===== config.mk =====
export PLATFORM = sky130hd
export DESIGN_NAME = click_decoder
export DESIGN_NICKNAME = d
export VERILOG_FILES = /design/src/rtl/click_decoder.sv
export SDC_FILE = /design/constraint.sdc
export NUM_CORES = 1
export LEC_CHECK = 0
export CORE_MARGIN = 1
export CORE_UTILIZATION = 57
export CTS_CLUSTER_SIZE = 25
export DETAILED_ROUTE_END_ITERATION = 10
export PLACE_DENSITY = 0.89
export RECOVER_POWER = 25
export SYNTH_ARGS = -nofsm -noshare
export SYNTH_HDL_FRONTEND = slang
export SYNTH_SLANG_ARGS = --single-unit

===== constraint.sdc =====
create_clock -name clk -period 2.8 [get_ports clk]
set_input_delay 0.28 -clock clk [delete_from_list [all_inputs] [get_ports clk]]
set_output_delay 0.28 -clock clk [all_outputs]
set_load 0.01 [all_outputs]

===== src/rtl/click_decoder.sv =====
// Click gesture decoder: groups debounced press pulses into single/double/triple+ gestures and
// presents each closed gesture over a valid/ready handshake.
// Optional statistics counters are enabled by defining CLICK_DECODER_STATS_EN.
module click_decoder #(
  parameter int unsigned GAP_W      = 16,
  parameter int unsigned GAP_CYCLES = 1000
) (
  input  logic       clk,
  input  logic       rst_l,
  input  logic       btn_db,
  input  logic       evt_ready,
  output logic       evt_valid,
  output logic [1:0] evt_code,
  output logic       drop
`ifdef CLICK_DECODER_STATS_EN
  ,
  output logic [7:0] evt_cnt,
  output logic [7:0] drop_cnt
`endif
);

  localparam logic [GAP_W-1:0] GapLast = GAP_W'(GAP_CYCLES - 1);

  typedef enum logic [1:0] {
    StIdle  = 2'b00,
    StCount = 2'b01
  } state_e;

  state_e             state_q, state_d;
  logic [1:0]         clicks_q, clicks_d;
  logic [GAP_W-1:0]   timer_q, timer_d;
  logic               close;
  logic               evt_valid_q, evt_valid_d;
  logic [1:0]         evt_code_q, evt_code_d;
  logic               drop_q, drop_d;
  logic               accept;

  assign accept = evt_valid_q & evt_ready;

  // Gesture FSM next state: count pulses, close after a full idle gap.
  always_comb begin
    state_d  = state_q;
    clicks_d = clicks_q;
    timer_d  = timer_q;
    close    = 1'b0;
    unique case (state_q)
      StIdle: begin
        if (btn_db) begin
          state_d  = StCount;
          clicks_d = 2'd1;
          timer_d  = '0;
        end
      end
      StCount: begin
        if (btn_db) begin
          // A pulse in the expiry cycle wins and restarts the gap.
          clicks_d = (clicks_q == 2'd3) ? 2'd3 : clicks_q + 2'd1;
          timer_d  = '0;
        end else if (timer_q == GapLast) begin
          close    = 1'b1;
          state_d  = StIdle;
          clicks_d = 2'd0;
          timer_d  = '0;
        end else begin
          timer_d = timer_q + GAP_W'(1);
        end
      end
      default: begin
        state_d  = StIdle;
        clicks_d = 2'd0;
        timer_d  = '0;
      end
    endcase
  end

  // Output slot next state: retire accepted events, load or drop closed gestures.
  always_comb begin
    evt_valid_d = evt_valid_q;
    evt_code_d  = evt_code_q;
    drop_d      = 1'b0;
    if (accept) begin
      evt_valid_d = 1'b0;
      evt_code_d  = 2'b00;
    end
    if (close) begin
      if (!evt_valid_q || evt_ready) begin
        evt_valid_d = 1'b1;
        evt_code_d  = clicks_q;
      end else begin
        drop_d = 1'b1;
      end
    end
  end

  // State registers with asynchronous active-low reset.
  always_ff @(posedge clk or negedge rst_l) begin
    if (!rst_l) begin
      state_q     <= StIdle;
      clicks_q    <= 2'd0;
      timer_q     <= '0;
      evt_valid_q <= 1'b0;
      evt_code_q  <= 2'b00;
      drop_q      <= 1'b0;
    end else begin
      state_q     <= state_d;
      clicks_q    <= clicks_d;
      timer_q     <= timer_d;
      evt_valid_q <= evt_valid_d;
      evt_code_q  <= evt_code_d;
      drop_q      <= drop_d;
    end
  end

  assign evt_valid = evt_valid_q;
  assign evt_code  = evt_code_q;
  assign drop      = drop_q;

`ifdef CLICK_DECODER_STATS_EN
  logic [7:0] evt_cnt_q, drop_cnt_q;

  // Saturating counters of accepted transfers and discarded gestures.
  always_ff @(posedge clk or negedge rst_l) begin
    if (!rst_l) begin
      evt_cnt_q  <= 8'd0;
      drop_cnt_q <= 8'd0;
    end else begin
      if (accept && evt_cnt_q != 8'hff) evt_cnt_q <= evt_cnt_q + 8'd1;
      if (drop_d && drop_cnt_q != 8'hff) drop_cnt_q <= drop_cnt_q + 8'd1;
    end
  end

  assign evt_cnt  = evt_cnt_q;
  assign drop_cnt = drop_cnt_q;
`endif

endmodule


## Yosys cells after proc, flatten, opt, wreduce, memory -nomap -nowiden

Index checks and enable logic that the tools add are counted.

| operators by class | value |
|---|---|
| $add $sub $neg | 2 |
| mux-type cells | 22 |
| bitwise logic cells | 1 |
| eq/ne operators | 7 |
| reduce and logical (&&, ||, !) cells | 5 |

Operators with widths:

| cell | count |
|---|---|
| 16-bit two-way mux | 3 |
| 16-bit one-hot mux with 2 select lines | 1 |
| 16-bit by 1-bit adder with 16-bit output (second input constant) | 1 |
| 16-bit by 10-bit == test with 1-bit output (second input constant) | 1 |
| 2-bit two-way mux | 8 |
| 1-bit two-way mux | 8 |
| 2-bit one-hot mux with 2 select lines | 2 |
| 2-bit inequality test (second input constant) | 3 |
| 3-bit inequality test (second input constant) | 1 |
| 3-bit AND reduction | 1 |
| 2-bit by 1-bit adder with 2-bit output (second input constant) | 1 |
| 2-bit by 1-bit == test with 1-bit output (second input constant) | 1 |
| 2-bit == test (second input constant) | 1 |
| 2-bit zero test | 1 |
| 2-bit AND reduction | 1 |
| 1-bit AND | 1 |
| 1-bit zero test | 1 |
| 1-bit logical OR | 1 |

| storage, ports and cells | value |
|---|---|
| bits of input ports | 4 |
| register bits after elaboration | 24 |
| logic and storage cells | 43 |

## Logic depth before layout (Yosys ltp)

| logic depth | value |
|---|---|
| depth after elaboration | 5 |
| gate-level depth with buffers | 7 |
| gate-level depth less buffers | 6 |

## Worst setup path before layout

Ideal clock, no wire load.

| timing | value |
|---|---|
| path kind | register to register |
| start point | register timer_q[3] |
| end point | register timer_q[9] |
| required time | 2.664 ns |
| path buffers | 1 |
| stages on the path, launching flop included | 7 |
| slack | 0.791 ns |
| arrival time | 1.873 ns |
| cell sequence | dfrtp_1 or4_4 or4_4 buf_6 and2_4 o21ai_2 a21oi_1 |

| on the way | value |
|---|---|
| word-level cells in the longest chain between the ends | 4 |

Ends and longest elaborated chain:

| element | line | source |
|---|---|---|
| start: declaration | 31 | `logic [GAP_W-1:0] timer_q, timer_d;` |
| start signal: assignment | 107 | `timer_q <= timer_d;` |
| 16-bit by 1-bit adder with 16-bit output or 16-bit by 10-bit == test with 1-bit output (tied branches) | 65, 59 |  |
| 16-bit two-way mux * | 59 | `end else if (timer_q == GapLast) begin` |
| 16-bit two-way mux * | 55 | `if (btn_db) begin` |
| 16-bit one-hot mux with 2 select lines * | 46 | `unique case (state_q)` |

Every way passes the cells marked *; elsewhere a longest branch is shown, timed or not.
A chain may end at the register's enable or synchronous reset.

## Worst setup path in the final report

| timing | value |
|---|---|
| start point | register timer_q[3] |
| end point | register timer_q[10] |

The elaborated chain is that of the path after synthesis.

==> results.ini <==
[sta]
rsz0062_at_grt = false
fin_crit_ps = 2243
slew_headroom = 0.1732
period_share = 0.8009
setup_tns_ps = 0
maxSlewViolCount = 0
finalHoldViolCount = 0
finalHoldWorstSlack_ps = 516.7
finalClockSkew_ps = 1.368
clock.fmax_mhz = 445.9
worst_pin_slew_ps = 1240
setup_viol_count_final = 0

[cells_and_area]
antenna_cells = 0
syn2layout_area_growth_pct = 8.731
stdcell_count = 169
fillCellCount = 155
fin_nets = 148
drive_gt1_frac = 0.09155

[grt]
grt_max_degree = 24
grt_use_met2 = 0.4437
grt_usage = 0.2649
grt_pass1_vias = 1075
grt_overflow = 0
met1_usage = 0.3465
antenna_found_initial = 0
grt_pass1_wl_mm = 4.802
grtUsageMet3 = 0.06289
busiest_layer = met2

[clock_network]
ctsHoldBuffers = 0
root_buffer = clkbuf_4
cts_tree = yes
htree_levels = 1
post-cts-setup-buffer-count = 0
cts.sinks = 23
clockBufferDepth = 2
insertion_delay_ps = 310
postCtsResizedCells = 0
cts_buffers = 3
cts.clk_slew.worst_paths_ps = 130

[placed_design]
gp_congestion = 0.9211
detailed_place_hpwl_mm = 1.964
port_buffers = 7
dp.cells = 165

[route]
vias = 1133
finalWirelength_mm = 2.817
drcViolationCount = 0
viasPerCell = 6.704
antenna_left = 0
wl_per_cell_um = 16.67
dr.pass1.iters = 5
first_iter_violations = 41

[synthesis]
syn_area_per_cell_um2 = 9.197
yosysUniqueCellTypes = 36
synthTopCellsByArea = dfrtp_1 (47%), nand2_1 (6.1%), a31oi_1 (4.6%), a21oi_1 (4.1%), nand3_1 (4.1%)
syn_area_mm2 = 0.001232
yosysWarnings = 0
syn_nets = 139
yosysTopAreaCell = dfrtp_1
synth.yosys.seq_area_share = 0.4670
syn-instance-count = 134
yosys.area.top_type_share = 0.4670
ys_ff_latch = 23

[critical_path]
timing.rr.end = timer_q[10]
worst_r2r_path_depth = 5
critical_path.startpoint = timer_q[3]
r2r-start = timer_q[3]
end_kind = flop
start_kind = flop
cp_max_fo = 13
crit_type = flop to flop
cp.required_ps = 3000
crit_end = timer_q[10]
arrival_ps = 2450
rrSetupSlack_ps = 560

[run]
cap_violations = 0

[pwr]
power_w = 0.0005583
p_per_area_mw_per_mm2 = 416.6
ir_drop_uv = 427.1
leakagePower_nw = 0.5362

[die]
die_h_um = 48.50
die_w_um = 48.50
start_util = 0.6156
top_level_ports = 8
core.rowCount = 16
core_mm2 = 0.002002
die_area_mm2 = 0.002352

[min_path]
hp-class = flop to flop

[run_status]
status = completed

[cell usage after synthesis (all sizes together)]
cell type  number
a21oi          10
a22o            1
a31oi           9
a32o            2
a41oi           3
and2            1
and2b           1
and3            1
buf             2
clkbuf          3
dfrtp          23
ha              1
inv             4
nand2          20
nand2b          1
nand3          10
nand4           2
nand4b          1
nand4bb         1
nor2           10
nor3            3
nor4            1
o211ai          1
o21ai           9
o22ai           1
o311ai          1
o41ai           1
or3             6
or3b            1
or4             4
[per-layer routing]
metal,up-vias,share of wire
li1,522,-
met1,554,0.41
met2,51,0.50
met3,6,0.068
met4,0,0.016
met5,-,0
[logic make-up (layout without fill, tap and decap cells)]
kind of cell,count (synthesis),after routing,synth area share
simple gates,63,63,0.2863
buf+inv,9,17,0.04060
compound gates,38,38,0.1960
flops,23,23,0.4670
fa+ha+maj,1,1,0.01015
[state kept, by name (all words and copies together), names as in the netlist]
register and cells:
evt_code 2, clicks_q 2, evt_valid 1, drop 1, state_q 1, timer_q 16
[where the power goes]
group / leakage (nW) / internal (W) / total [W] / switching [W]
logic: 0.216 / 0.0000174 / 0.0000436 / 0.0000263
clock network: 0.0177 / 0.0000535 / 0.000156 / 0.000102
registers: 0.303 / 0.000342 / 0.000359 / 0.0000167
total: 0.536 / 0.000413 / 0.000558 / 0.000145
[worst min path at each step]
| stage | depth (start not counted) | endpoint | slack, ps | startpoint |
|---|---|---|---|---|
| floorplan | 0 | clicks_q[0] | -20 | rst_l |
| global placement | 1 | evt_code[1] | 480 | evt_code[1] |
| detailed placement | 1 | evt_code[0] | 490 | evt_code[0] |
| CTS | 2 | drop | 290 | rst_l |
| global route | 1 | evt_code[0] | 540 | evt_code[0] |
| finish | 1 | evt_code[0] | 520 | evt_code[0] |
[cells in the final DEF, fill, tap and decap left out, types with 2 or more instances in the layout]
cell type        netlist  final
dfrtp_1               23     23
nand2_1               20     20
or4_4                  2      2
nor2_1                 9      9
or3_1                  6      6
a21oi_1               10     10
a32o_1                 2      2
nor3_1                 3      3
o21ai_0                6      6
a41oi_1                3      3
or4_1                  2      2
clkbuf_4               0      3
inv_1                  4      4
a31oi_1                9      9
clkdlybuf4s50_1        0      6
nand3_1               10     10
o21ai_1                2      2
[final cells by class]
type	count	area, um2	share of cell area
clock buffer	3	22.52	0.01681
clock inverter	1	5.005	0.003735
inverter	4	15.01	0.01120
multi-input combinational	102	606.8	0.4528
sequential	23	575.6	0.4295
tap	27	33.78	0.02521
timing repair buffer	9	81.33	0.06069
[metrics by stage]
stage          area [um2]  utilization  worst slack [ps]
2_1_floorplan        1232            -             791.3
3_3_place_gp         1316       0.6575             717.4
3_5_place_dp         1316       0.6575             609.1
4_1_cts              1344       0.6713             560.0
5_1_grt              1340       0.6694             429.7
6_report             1340       0.6694             557.4
[worst max-delay path: stages, from the launching register on]
cell and delay (ps):
dfrtp_1 470, or4_4 560, nor4_4 530, nor2_2 230, a41oi_1 280, a31oi_1 60
No activity file was read; power rests on OpenSTA's default activity.
